===== src/rtl/axi_ace_single_master.sv =====
// -----------------------------------------------------------------------------
// axi_ace_single_master
//
// Purpose: single-outstanding initiator for the single-memory AXI/ACE
// responder. Each accepted command becomes one single-beat AXI read, one
// single-beat AXI write or one ACE snoop request. Every accepted command,
// including an illegal one, produces exactly one rsp_valid pulse.
//
// Ports:
//   clk, rst_n                      clock, synchronous active-low reset
//   cmd_valid_i / cmd_ready_o       command handshake
//   cmd_type_i                      00 read, 01 write, 10 snoop, 11 illegal
//   cmd_addr_i, cmd_wdata_i         word index and write data
//   rsp_valid_o                     one-cycle completion pulse
//   rsp_type_o, rsp_data_o          completed command type, read data (else 0)
//   rsp_err_o                       illegal command or watchdog expiry
//   arvalid_o/arready_i/araddr_o    AXI read address
//   rvalid_i/rready_o/rdata_i       AXI read data
//   awvalid_o/awready_i/awaddr_o    AXI write address
//   wvalid_o/wready_i/wdata_o       AXI write data
//   bvalid_i/bready_o               AXI write response
//   acvalid_o/acready_i/acaddr_o    ACE snoop address
//   crvalid_i/crready_o             ACE snoop response
//
// Build option: define AXI_MASTER_TIMEOUT_EN to add a watchdog that abandons
// a transaction after TIMEOUT_CYCLES cycles and reports rsp_err_o=1.
// Without it the FSM waits indefinitely and TIMEOUT_CYCLES has no effect.
//
// state   | meaning
// --------+-----------------------------------------------------------
// IDLE    | cmd_ready high, waiting for a command
// RD_A    | arvalid high until arready
// RD_D    | rready high until rvalid, read data captured
// WR_AW   | awvalid / wvalid outstanding, each retired independently
// WR_B    | bready high until bvalid
// SNOOP   | acvalid and crready high until acready & crvalid
// DONE    | issue the response pulse, then back to IDLE
// -----------------------------------------------------------------------------
module axi_ace_single_master #(
   parameter int unsigned ADDR_W         = 6,
   parameter int unsigned DATA_W         = 32,
   parameter int unsigned TIMEOUT_CYCLES = 256
) (
   input  logic              clk,
   input  logic              rst_n,
   input  logic              cmd_valid_i,
   output logic              cmd_ready_o,
   input  logic [1:0]        cmd_type_i,
   input  logic [ADDR_W-1:0] cmd_addr_i,
   input  logic [DATA_W-1:0] cmd_wdata_i,
   output logic              rsp_valid_o,
   output logic [1:0]        rsp_type_o,
   output logic [DATA_W-1:0] rsp_data_o,
   output logic              rsp_err_o,
   output logic              arvalid_o,
   input  logic              arready_i,
   output logic [ADDR_W-1:0] araddr_o,
   input  logic              rvalid_i,
   output logic              rready_o,
   input  logic [DATA_W-1:0] rdata_i,
   output logic              awvalid_o,
   input  logic              awready_i,
   output logic [ADDR_W-1:0] awaddr_o,
   output logic              wvalid_o,
   input  logic              wready_i,
   output logic [DATA_W-1:0] wdata_o,
   input  logic              bvalid_i,
   output logic              bready_o,
   output logic              acvalid_o,
   input  logic              acready_i,
   output logic [ADDR_W-1:0] acaddr_o,
   input  logic              crvalid_i,
   output logic              crready_o
);

   typedef enum logic [2:0] {
      S_IDLE  = 3'd0,
      S_RD_A  = 3'd1,
      S_RD_D  = 3'd2,
      S_WR_AW = 3'd3,
      S_WR_B  = 3'd4,
      S_SNOOP = 3'd5,
      S_DONE  = 3'd6
   } state_t;

   state_t              state_q, state_d;
   logic                cmd_ready_q, cmd_ready_d;
   logic                rsp_valid_q, rsp_valid_d;
   logic [1:0]          rsp_type_q, rsp_type_d;
   logic [DATA_W-1:0]   rsp_data_q, rsp_data_d;
   logic                rsp_err_q, rsp_err_d;
   logic                arvalid_q, arvalid_d;
   logic [ADDR_W-1:0]   araddr_q, araddr_d;
   logic                rready_q, rready_d;
   logic                awvalid_q, awvalid_d;
   logic [ADDR_W-1:0]   awaddr_q, awaddr_d;
   logic                wvalid_q, wvalid_d;
   logic [DATA_W-1:0]   wdata_q, wdata_d;
   logic                bready_q, bready_d;
   logic                acvalid_q, acvalid_d;
   logic [ADDR_W-1:0]   acaddr_q, acaddr_d;
   logic                crready_q, crready_d;
   logic [1:0]          type_q, type_d;
   logic [DATA_W-1:0]   data_q, data_d;
   logic                err_q, err_d;
   logic                aw_done_q, aw_done_d;
   logic                w_done_q, w_done_d;

   logic                cmd_hs;
   logic                aw_hs;
   logic                w_hs;
   logic                timeout_hit;

   assign cmd_hs = cmd_valid_i & cmd_ready_q;
   assign aw_hs  = awvalid_q & awready_i;
   assign w_hs   = wvalid_q & wready_i;

`ifdef AXI_MASTER_TIMEOUT_EN
   localparam int unsigned CNT_W = $clog2(TIMEOUT_CYCLES + 1);

   logic [CNT_W-1:0] cnt_q, cnt_d;
   logic             busy;

   assign busy        = (state_q != S_IDLE) && (state_q != S_DONE);
   assign timeout_hit = busy && (cnt_q == CNT_W'(TIMEOUT_CYCLES));

   always_comb begin
      cnt_d = cnt_q;
      if (state_q == S_IDLE) begin
         if (cmd_hs) cnt_d = '0;
      end else if (busy) begin
         cnt_d = cnt_q + 1'b1;
      end
   end

   always_ff @(posedge clk) begin
      if (!rst_n) cnt_q <= '0;
      else        cnt_q <= cnt_d;
   end
`else
   // The watchdog limit is meaningless without the watchdog.
   logic unused_timeout_cycles;
   assign unused_timeout_cycles = (TIMEOUT_CYCLES != 0);
   assign timeout_hit           = 1'b0;
`endif

   always_comb begin
      state_d     = state_q;
      cmd_ready_d = cmd_ready_q;
      rsp_valid_d = 1'b0;
      rsp_type_d  = '0;
      rsp_data_d  = '0;
      rsp_err_d   = 1'b0;
      arvalid_d   = arvalid_q;
      araddr_d    = araddr_q;
      rready_d    = rready_q;
      awvalid_d   = awvalid_q;
      awaddr_d    = awaddr_q;
      wvalid_d    = wvalid_q;
      wdata_d     = wdata_q;
      bready_d    = bready_q;
      acvalid_d   = acvalid_q;
      acaddr_d    = acaddr_q;
      crready_d   = crready_q;
      type_d      = type_q;
      data_d      = data_q;
      err_d       = err_q;
      aw_done_d   = aw_done_q;
      w_done_d    = w_done_q;

      case (state_q)
         S_IDLE: begin
            cmd_ready_d = 1'b1;
            if (cmd_hs) begin
               cmd_ready_d = 1'b0;
               type_d      = cmd_type_i;
               data_d      = '0;
               err_d       = 1'b0;
               case (cmd_type_i)
                  2'b00: begin
                     araddr_d  = cmd_addr_i;
                     arvalid_d = 1'b1;
                     state_d   = S_RD_A;
                  end
                  2'b01: begin
                     awaddr_d  = cmd_addr_i;
                     wdata_d   = cmd_wdata_i;
                     awvalid_d = 1'b1;
                     wvalid_d  = 1'b1;
                     aw_done_d = 1'b0;
                     w_done_d  = 1'b0;
                     state_d   = S_WR_AW;
                  end
                  2'b10: begin
                     // crready goes up with acvalid: the responder only
                     // produces crvalid once it sees acvalid.
                     acaddr_d  = cmd_addr_i;
                     acvalid_d = 1'b1;
                     crready_d = 1'b1;
                     state_d   = S_SNOOP;
                  end
                  default: begin
                     err_d   = 1'b1;
                     state_d = S_DONE;
                  end
               endcase
            end
         end

         S_RD_A: begin
            if (arvalid_q && arready_i) begin
               arvalid_d = 1'b0;
               rready_d  = 1'b1;
               state_d   = S_RD_D;
            end
         end

         S_RD_D: begin
            if (rvalid_i && rready_q) begin
               data_d   = rdata_i;
               rready_d = 1'b0;
               state_d  = S_DONE;
            end
         end

         S_WR_AW: begin
            // AW and W retire independently, in either order or together.
            if (aw_hs) awvalid_d = 1'b0;
            if (w_hs)  wvalid_d  = 1'b0;
            aw_done_d = aw_done_q | aw_hs;
            w_done_d  = w_done_q | w_hs;
            if (aw_done_d && w_done_d) begin
               bready_d = 1'b1;
               state_d  = S_WR_B;
            end
         end

         S_WR_B: begin
            if (bvalid_i && bready_q) begin
               bready_d = 1'b0;
               state_d  = S_DONE;
            end
         end

         S_SNOOP: begin
            if (acready_i && crvalid_i) begin
               acvalid_d = 1'b0;
               crready_d = 1'b0;
               state_d   = S_DONE;
            end
         end

         S_DONE: begin
            rsp_valid_d = 1'b1;
            rsp_type_d  = type_q;
            rsp_data_d  = data_q;
            rsp_err_d   = err_q;
            cmd_ready_d = 1'b1;
            state_d     = S_IDLE;
         end

         default: begin
            state_d = S_IDLE;
         end
      endcase

      // Watchdog abandons whatever channel is outstanding.
      if (timeout_hit) begin
         arvalid_d = 1'b0;
         rready_d  = 1'b0;
         awvalid_d = 1'b0;
         wvalid_d  = 1'b0;
         bready_d  = 1'b0;
         acvalid_d = 1'b0;
         crready_d = 1'b0;
         err_d     = 1'b1;
         data_d    = '0;
         state_d   = S_DONE;
      end
   end

   always_ff @(posedge clk) begin
      if (!rst_n) begin
         state_q     <= S_IDLE;
         cmd_ready_q <= 1'b0;
         rsp_valid_q <= 1'b0;
         rsp_type_q  <= '0;
         rsp_data_q  <= '0;
         rsp_err_q   <= 1'b0;
         arvalid_q   <= 1'b0;
         araddr_q    <= '0;
         rready_q    <= 1'b0;
         awvalid_q   <= 1'b0;
         awaddr_q    <= '0;
         wvalid_q    <= 1'b0;
         wdata_q     <= '0;
         bready_q    <= 1'b0;
         acvalid_q   <= 1'b0;
         acaddr_q    <= '0;
         crready_q   <= 1'b0;
         type_q      <= '0;
         data_q      <= '0;
         err_q       <= 1'b0;
         aw_done_q   <= 1'b0;
         w_done_q    <= 1'b0;
      end else begin
         state_q     <= state_d;
         cmd_ready_q <= cmd_ready_d;
         rsp_valid_q <= rsp_valid_d;
         rsp_type_q  <= rsp_type_d;
         rsp_data_q  <= rsp_data_d;
         rsp_err_q   <= rsp_err_d;
         arvalid_q   <= arvalid_d;
         araddr_q    <= araddr_d;
         rready_q    <= rready_d;
         awvalid_q   <= awvalid_d;
         awaddr_q    <= awaddr_d;
         wvalid_q    <= wvalid_d;
         wdata_q     <= wdata_d;
         bready_q    <= bready_d;
         acvalid_q   <= acvalid_d;
         acaddr_q    <= acaddr_d;
         crready_q   <= crready_d;
         type_q      <= type_d;
         data_q      <= data_d;
         err_q       <= err_d;
         aw_done_q   <= aw_done_d;
         w_done_q    <= w_done_d;
      end
   end

   assign cmd_ready_o = cmd_ready_q;
   assign rsp_valid_o = rsp_valid_q;
   assign rsp_type_o  = rsp_type_q;
   assign rsp_data_o  = rsp_data_q;
   assign rsp_err_o   = rsp_err_q;
   assign arvalid_o   = arvalid_q;
   assign araddr_o    = araddr_q;
   assign rready_o    = rready_q;
   assign awvalid_o   = awvalid_q;
   assign awaddr_o    = awaddr_q;
   assign wvalid_o    = wvalid_q;
   assign wdata_o     = wdata_q;
   assign bready_o    = bready_q;
   assign acvalid_o   = acvalid_q;
   assign acaddr_o    = acaddr_q;
   assign crready_o   = crready_q;

endmodule


===== config.mk =====
export PLATFORM = sky130hd
export DESIGN_NAME = axi_ace_single_master
export DESIGN_NICKNAME = d
export VERILOG_FILES = /design/src/rtl/axi_ace_single_master.sv
export SDC_FILE = /design/constraint.sdc
export NUM_CORES = 1
export LEC_CHECK = 0
export CORE_UTILIZATION = 44
export CTS_CLUSTER_DIAMETER = 150
export DETAILED_ROUTE_END_ITERATION = 7
export PLACE_DENSITY_LB_ADDON = 0.25
export SLEW_MARGIN = 20
export SYNTH_ARGS = -nofsm -noshare
export SYNTH_HDL_FRONTEND = slang
export SYNTH_SLANG_ARGS = --single-unit

===== constraint.sdc =====
create_clock -name clk -period 1.9 [get_ports clk]
set_input_delay 0.475 -clock clk [delete_from_list [all_inputs] [get_ports clk]]
set_output_delay 0.475 -clock clk [all_outputs]
set_load 0.03 [all_outputs]

After elaboration in Yosys (flattened, before gate mapping)
Index checks and enable logic that the tools add are counted.
{"block": "op_classes", "addsub": 0, "n_mul": 0, "div_mod_pow": 0, "magnitude_cmp": 0, "n_eq_ne": 19, "shift": 0, "n_mux": 39, "n_bitwise": 5, "n_reduce_logical": 29}
{"operator": "32-bit two-way mux", "n": 2}
{"operator": "32-bit case mux with 2 select lines", "n": 1}
{"operator": "3-bit AND reduction", "n": 7}
{"operator": "1-bit two-way mux", "n": 19}
{"operator": "3-bit two-way mux", "n": 6}
{"operator": "1-bit case mux with 2 select lines", "n": 9}
{"operator": "3-bit case mux with 6 select lines", "n": 1}
{"operator": "2-bit != test (second input constant)", "n": 8}
{"operator": "4-bit AND reduction", "n": 4}
{"operator": "2-bit nonzero test", "n": 7}
{"operator": "3-bit == test (second input constant)", "n": 3}
{"operator": "3-bit case mux with 3 select lines", "n": 1}
{"operator": "3-bit by 2-bit == test with 1-bit output (second input constant)", "n": 2}
{"operator": "2-bit by 1-bit != test with 1-bit output (second input constant)", "n": 3}
{"operator": "6-bit AND reduction", "n": 1}
{"operator": "1-bit logical AND", "n": 5}
{"operator": "2-bit AND reduction", "n": 2}
{"operator": "1-bit AND", "n": 3}
{"operator": "3-bit by 1-bit == test with 1-bit output (second input constant)", "n": 1}
{"operator": "3-bit logical NOT", "n": 1}
{"operator": "3-bit OR reduction", "n": 1}
{"operator": "2-bit by 1-bit == test with 1-bit output (second input constant)", "n": 1}
{"operator": "2-bit == test (second input constant)", "n": 1}
{"operator": "2-bit logical NOT", "n": 1}
{"operator": "1-bit OR", "n": 2}
{"block": "totals", "reg_bits": 133, "latchBits": 0, "mem_bits_rw": 0, "rom_bits": 0, "input_bits": 82, "output_inout_bits": 94, "n_memories": 0}

Logic depth before layout (Yosys ltp)
{"block": "logic_depth", "depth_word": 5, "mapped_depth": 7, "mapped_depth_nobuf": 4}

Worst setup path before layout
OpenSTA, ideal clock, no wires.
{"block": "synth_timing", "path_type": "reg-to-reg", "startpoint": "register cmd_ready_q, in the netlist cmd_ready_o", "endpoint": "register awaddr_q[0], in the netlist awaddr_o[0]", "setup_time_ns": 0.128, "arrival_time_ns": 1.623, "t_required_ns": 1.772, "path_slack_ns": 0.150, "path_stages_with_launch": 8, "n_path_buf": 3, "cell_sequence": "dfxtp_1 nand4bb_1 buf_2 nor4b_4 buf_6 buf_8 mux2i_1 nor2_1"}
{"block": "synth_via", "elab_chain_cells": 2}
{"element": "start: declaration", "line": "87", "rtl": "logic cmd_ready_q, cmd_ready_d;"}
{"element": "start signal: assignment", "line": "308", "rtl": "cmd_ready_q <= cmd_ready_d;"}
{"element": "1-bit AND", "line": "114", "rtl": "assign cmd_hs = cmd_valid_i & cmd_ready_q;"}
{"element": "3-bit AND reduction (no source line)"}
{"element": "end signal: assignment", "line": "317", "rtl": "awaddr_q <= awaddr_d;"}
{"element": "end: declaration", "line": "96", "rtl": "logic [ADDR_W-1:0] awaddr_q, awaddr_d;"}
Every way passes these cells.
A chain may end at the register's enable or synchronous reset.

Worst setup path after layout
{"block": "layout_timing", "startpoint": "register cmd_ready_q, in the netlist cmd_ready_o", "endpoint": "output cmd_ready_o"}
{"element": "end: declaration", "line": "47", "rtl": "output logic cmd_ready_o,"}
No word-level cell between the ends.

==> impl_metrics.toml <==
[worst_setup_path]
timing.rr.end = "awaddr_o[4]"
required_ns = 1.42
crit_path_top_delay_cell = "clkdlybuf4s15_1"
path_class = "reg2out"
cp-start-kind = "register"
worst-path-buf-inv = 1
reg2reg_depth = 5
r2r_slack_ns = 0.14
critPathCaptureType = "output port"
slowest_delay_ns = 0.43
path_delay_family = "buffers and inverters"
r2r-start = "cmd_ready_o"
crit_chain = "clkdlybuf4s15_1"
worstPathMaxFanout = 6
critPathArrivalTime_ns = 1.36

[cells_and_area]
drive_gt1_share_pct = 9.333
mostFrequentLayoutCells = "dfxtp_1, dlygate4sd2_1, clkdlybuf4s50_1"
finalNetCount = 744
final_area_um2 = 7207
insertedDiodeCount = 0
instances_no_fill = 811
layout_commonest_cell = "dfxtp_1"
synthToLayoutAreaGrowth_pct = 52.38

[logic_synthesis]
synth_warnings = 0
avgSynthCellArea_um2 = 9.833
netlist_instances = 481
synth_area_um2 = 4730
synth_edf_count = 0
ys_ff_latch = 133
synth-async-reset-ratio_pct = 0
seq_area_frac_synth_pct = 56.30
synth_flop_cell = "dfxtp_1"
synth_nets = 563
ys_types = 39

[placement]
dp_slack_ns = -0.3957
port_buffers = 175
placed_cells = 779
dp_hpwl_um = 7437
gp_congestion = 0.7898
placedInstanceArea_um2 = 6691

[min_path]
holdPathStages = 2
worstHoldStart = "data_q[4]"
hold_end = "data_q[4]"
hold_path.class = "reg2reg"

[timing]
period_share_pct = 96.35
worstMarginPinSlew_ns = 0.3836
setup_tns_ns = 0
drv_slew = 0
fin_crit_ns = 1.831
hold_viol = 0
fin_skew_ns = 0.01162
setup_ws_ns = 0.06931
whs_ns = 0.4448
setup_viol = 0
max_freq_mhz = 546.2
rsz0062_at_grt = "false"
timing.slew.headroom_pct = 73.76

[global_routing]
grt_pass1_wl_um = 18550
grt_max_degree = 43
grt_use_total_pct = 20.84
antenna_found_initial = 0
grt_pass1_vias = 3923
overflow = 0

[clock_network]
path_clk_slew_ns = 0.06
cts.sinks = 133
clockBufferDepth = 2
cts_buffers = 17
root_buffer = "clkbuf_8"
clk_latency_ns = 0.50
ctsHoldBuffers = 0
cts_tree = "built"
h-tree-depth = 4

[detailed_routing]
post_drt_wl_per_cell_um = 13.72
viasPerCell = 4.831
dr.pass1.iters = 4
drt_iter0_drc = 180
drt_wl_total_um = 11130
vias = 3918
drc = 0
ant_nets = 0

[floorplanning]
die-area_um2 = 11170
die_w_um = 105.7
die_h_um = 105.7
rows = 37
pin_count = 176
core_um2 = 10370
initial_core_util_pct = 45.61

[pwr]
p_leak_uw = 0.003086
vdd_drop_max_v = 0.0007153
power_density_nw_per_um2 = 1121

[run_status]
status = "finished, final reports clean"

[flow_run]
drv_cap = 0
logic make-up after synthesis:
kind of cell	share of synthesized area, %
DFF	56.30
buffers and inverters	4.894
AOI/OAI and AO/OA	7.037
muxes	10.79
and+or+nand+nor	20.98
Yosys cell counts, drive strengths merged (4+ instances only):
master / n / area share (%)
nor2: 61 / 4.8
mux2i: 51 / 11
nand2: 49 / 3.9
nand3: 35 / 3.7
dfxtp: 133 / 56
a21oi: 41 / 4.3
o21ai: 7 / 0.74
clkbuf: 19 / 1.5
nor3: 5 / 0.63
a31oi: 4 / 0.53
and2: 35 / 4.6
buf: 17 / 3.2
what timing repair did:
action	CTS	global route
setup buffers	0	0
resized for setup	94	1
endpoints found under the setup margin	94	1
how the worst max path moves through the flow:
stage | startpoint | endpoint | slack [ns] | cells after the start
3_3_place_gp | cmd_valid_i | wdata_o[11] | -0.33 | 6
2_1_floorplan | cmd_ready_o | awaddr_o[0] | 0.15 | 7
3_5_place_dp | cmd_valid_i | awaddr_o[3] | -0.40 | 6
5_1_grt | state_q[2] | data_q[28] | 0.007 | 6
6_report | cmd_ready_o | cmd_ready_o | 0.07 | 1
4_1_cts | cmd_ready_o | cmd_ready_o | 0.03 | 1
cell type report:
type	instances	area (um2)
Clock buffer	17	414.1
Inverter	2	7.507
Fill cell	843	3163
Clock inverter	15	217.7
Tap cell	136	170.2
Timing Repair Buffer	198	1896
Multi-Input combinational cell	310	1839
Sequential cell	133	2663
metal layers:
layer / track usage, % / vias up / part of all wire (%)
met5: 0 / - / 0
met4: 7.044 / 0 / 0.64
met1: 25.13 / 1793 / 44
met2: 33.85 / 147 / 46
li1: - / 1974 / -
met3: 8.101 / 4 / 8.9
per-stage QoR:
stage	util (%)	power, uW
after global placement	64.53	4678
after floorplan	-	4086
after global routing	69.50	8445
after CTS	69.49	8140
final	69.50	8080
after detailed placement	64.53	4718
registers in the layout, summed over array words and instances, names as in the netlist:
signal	count
acaddr_o	6
araddr_o	6
arvalid_o	1
aw_done_q	1
awaddr_o	6
awvalid_o	1
bready_o	1
cmd_ready_o	1
crready_o	1
data_q	32
err_q	1
rready_o	1
rsp_data_o	32
rsp_err_o	1
rsp_type_o	2
rsp_valid_o	1
state_q	3
type_q	2
w_done_q	1
wdata_o	32
wvalid_o	1
where the power goes:
part	switching [uW]	internal, uW	leakage [uW]
registers	95.6	2930	0.00107
logic	904	693	0.00171
clock network	1290	2170	0.000307
total	2290	5790	0.00309
Note: power is estimated with default switching activity, not from simulation.
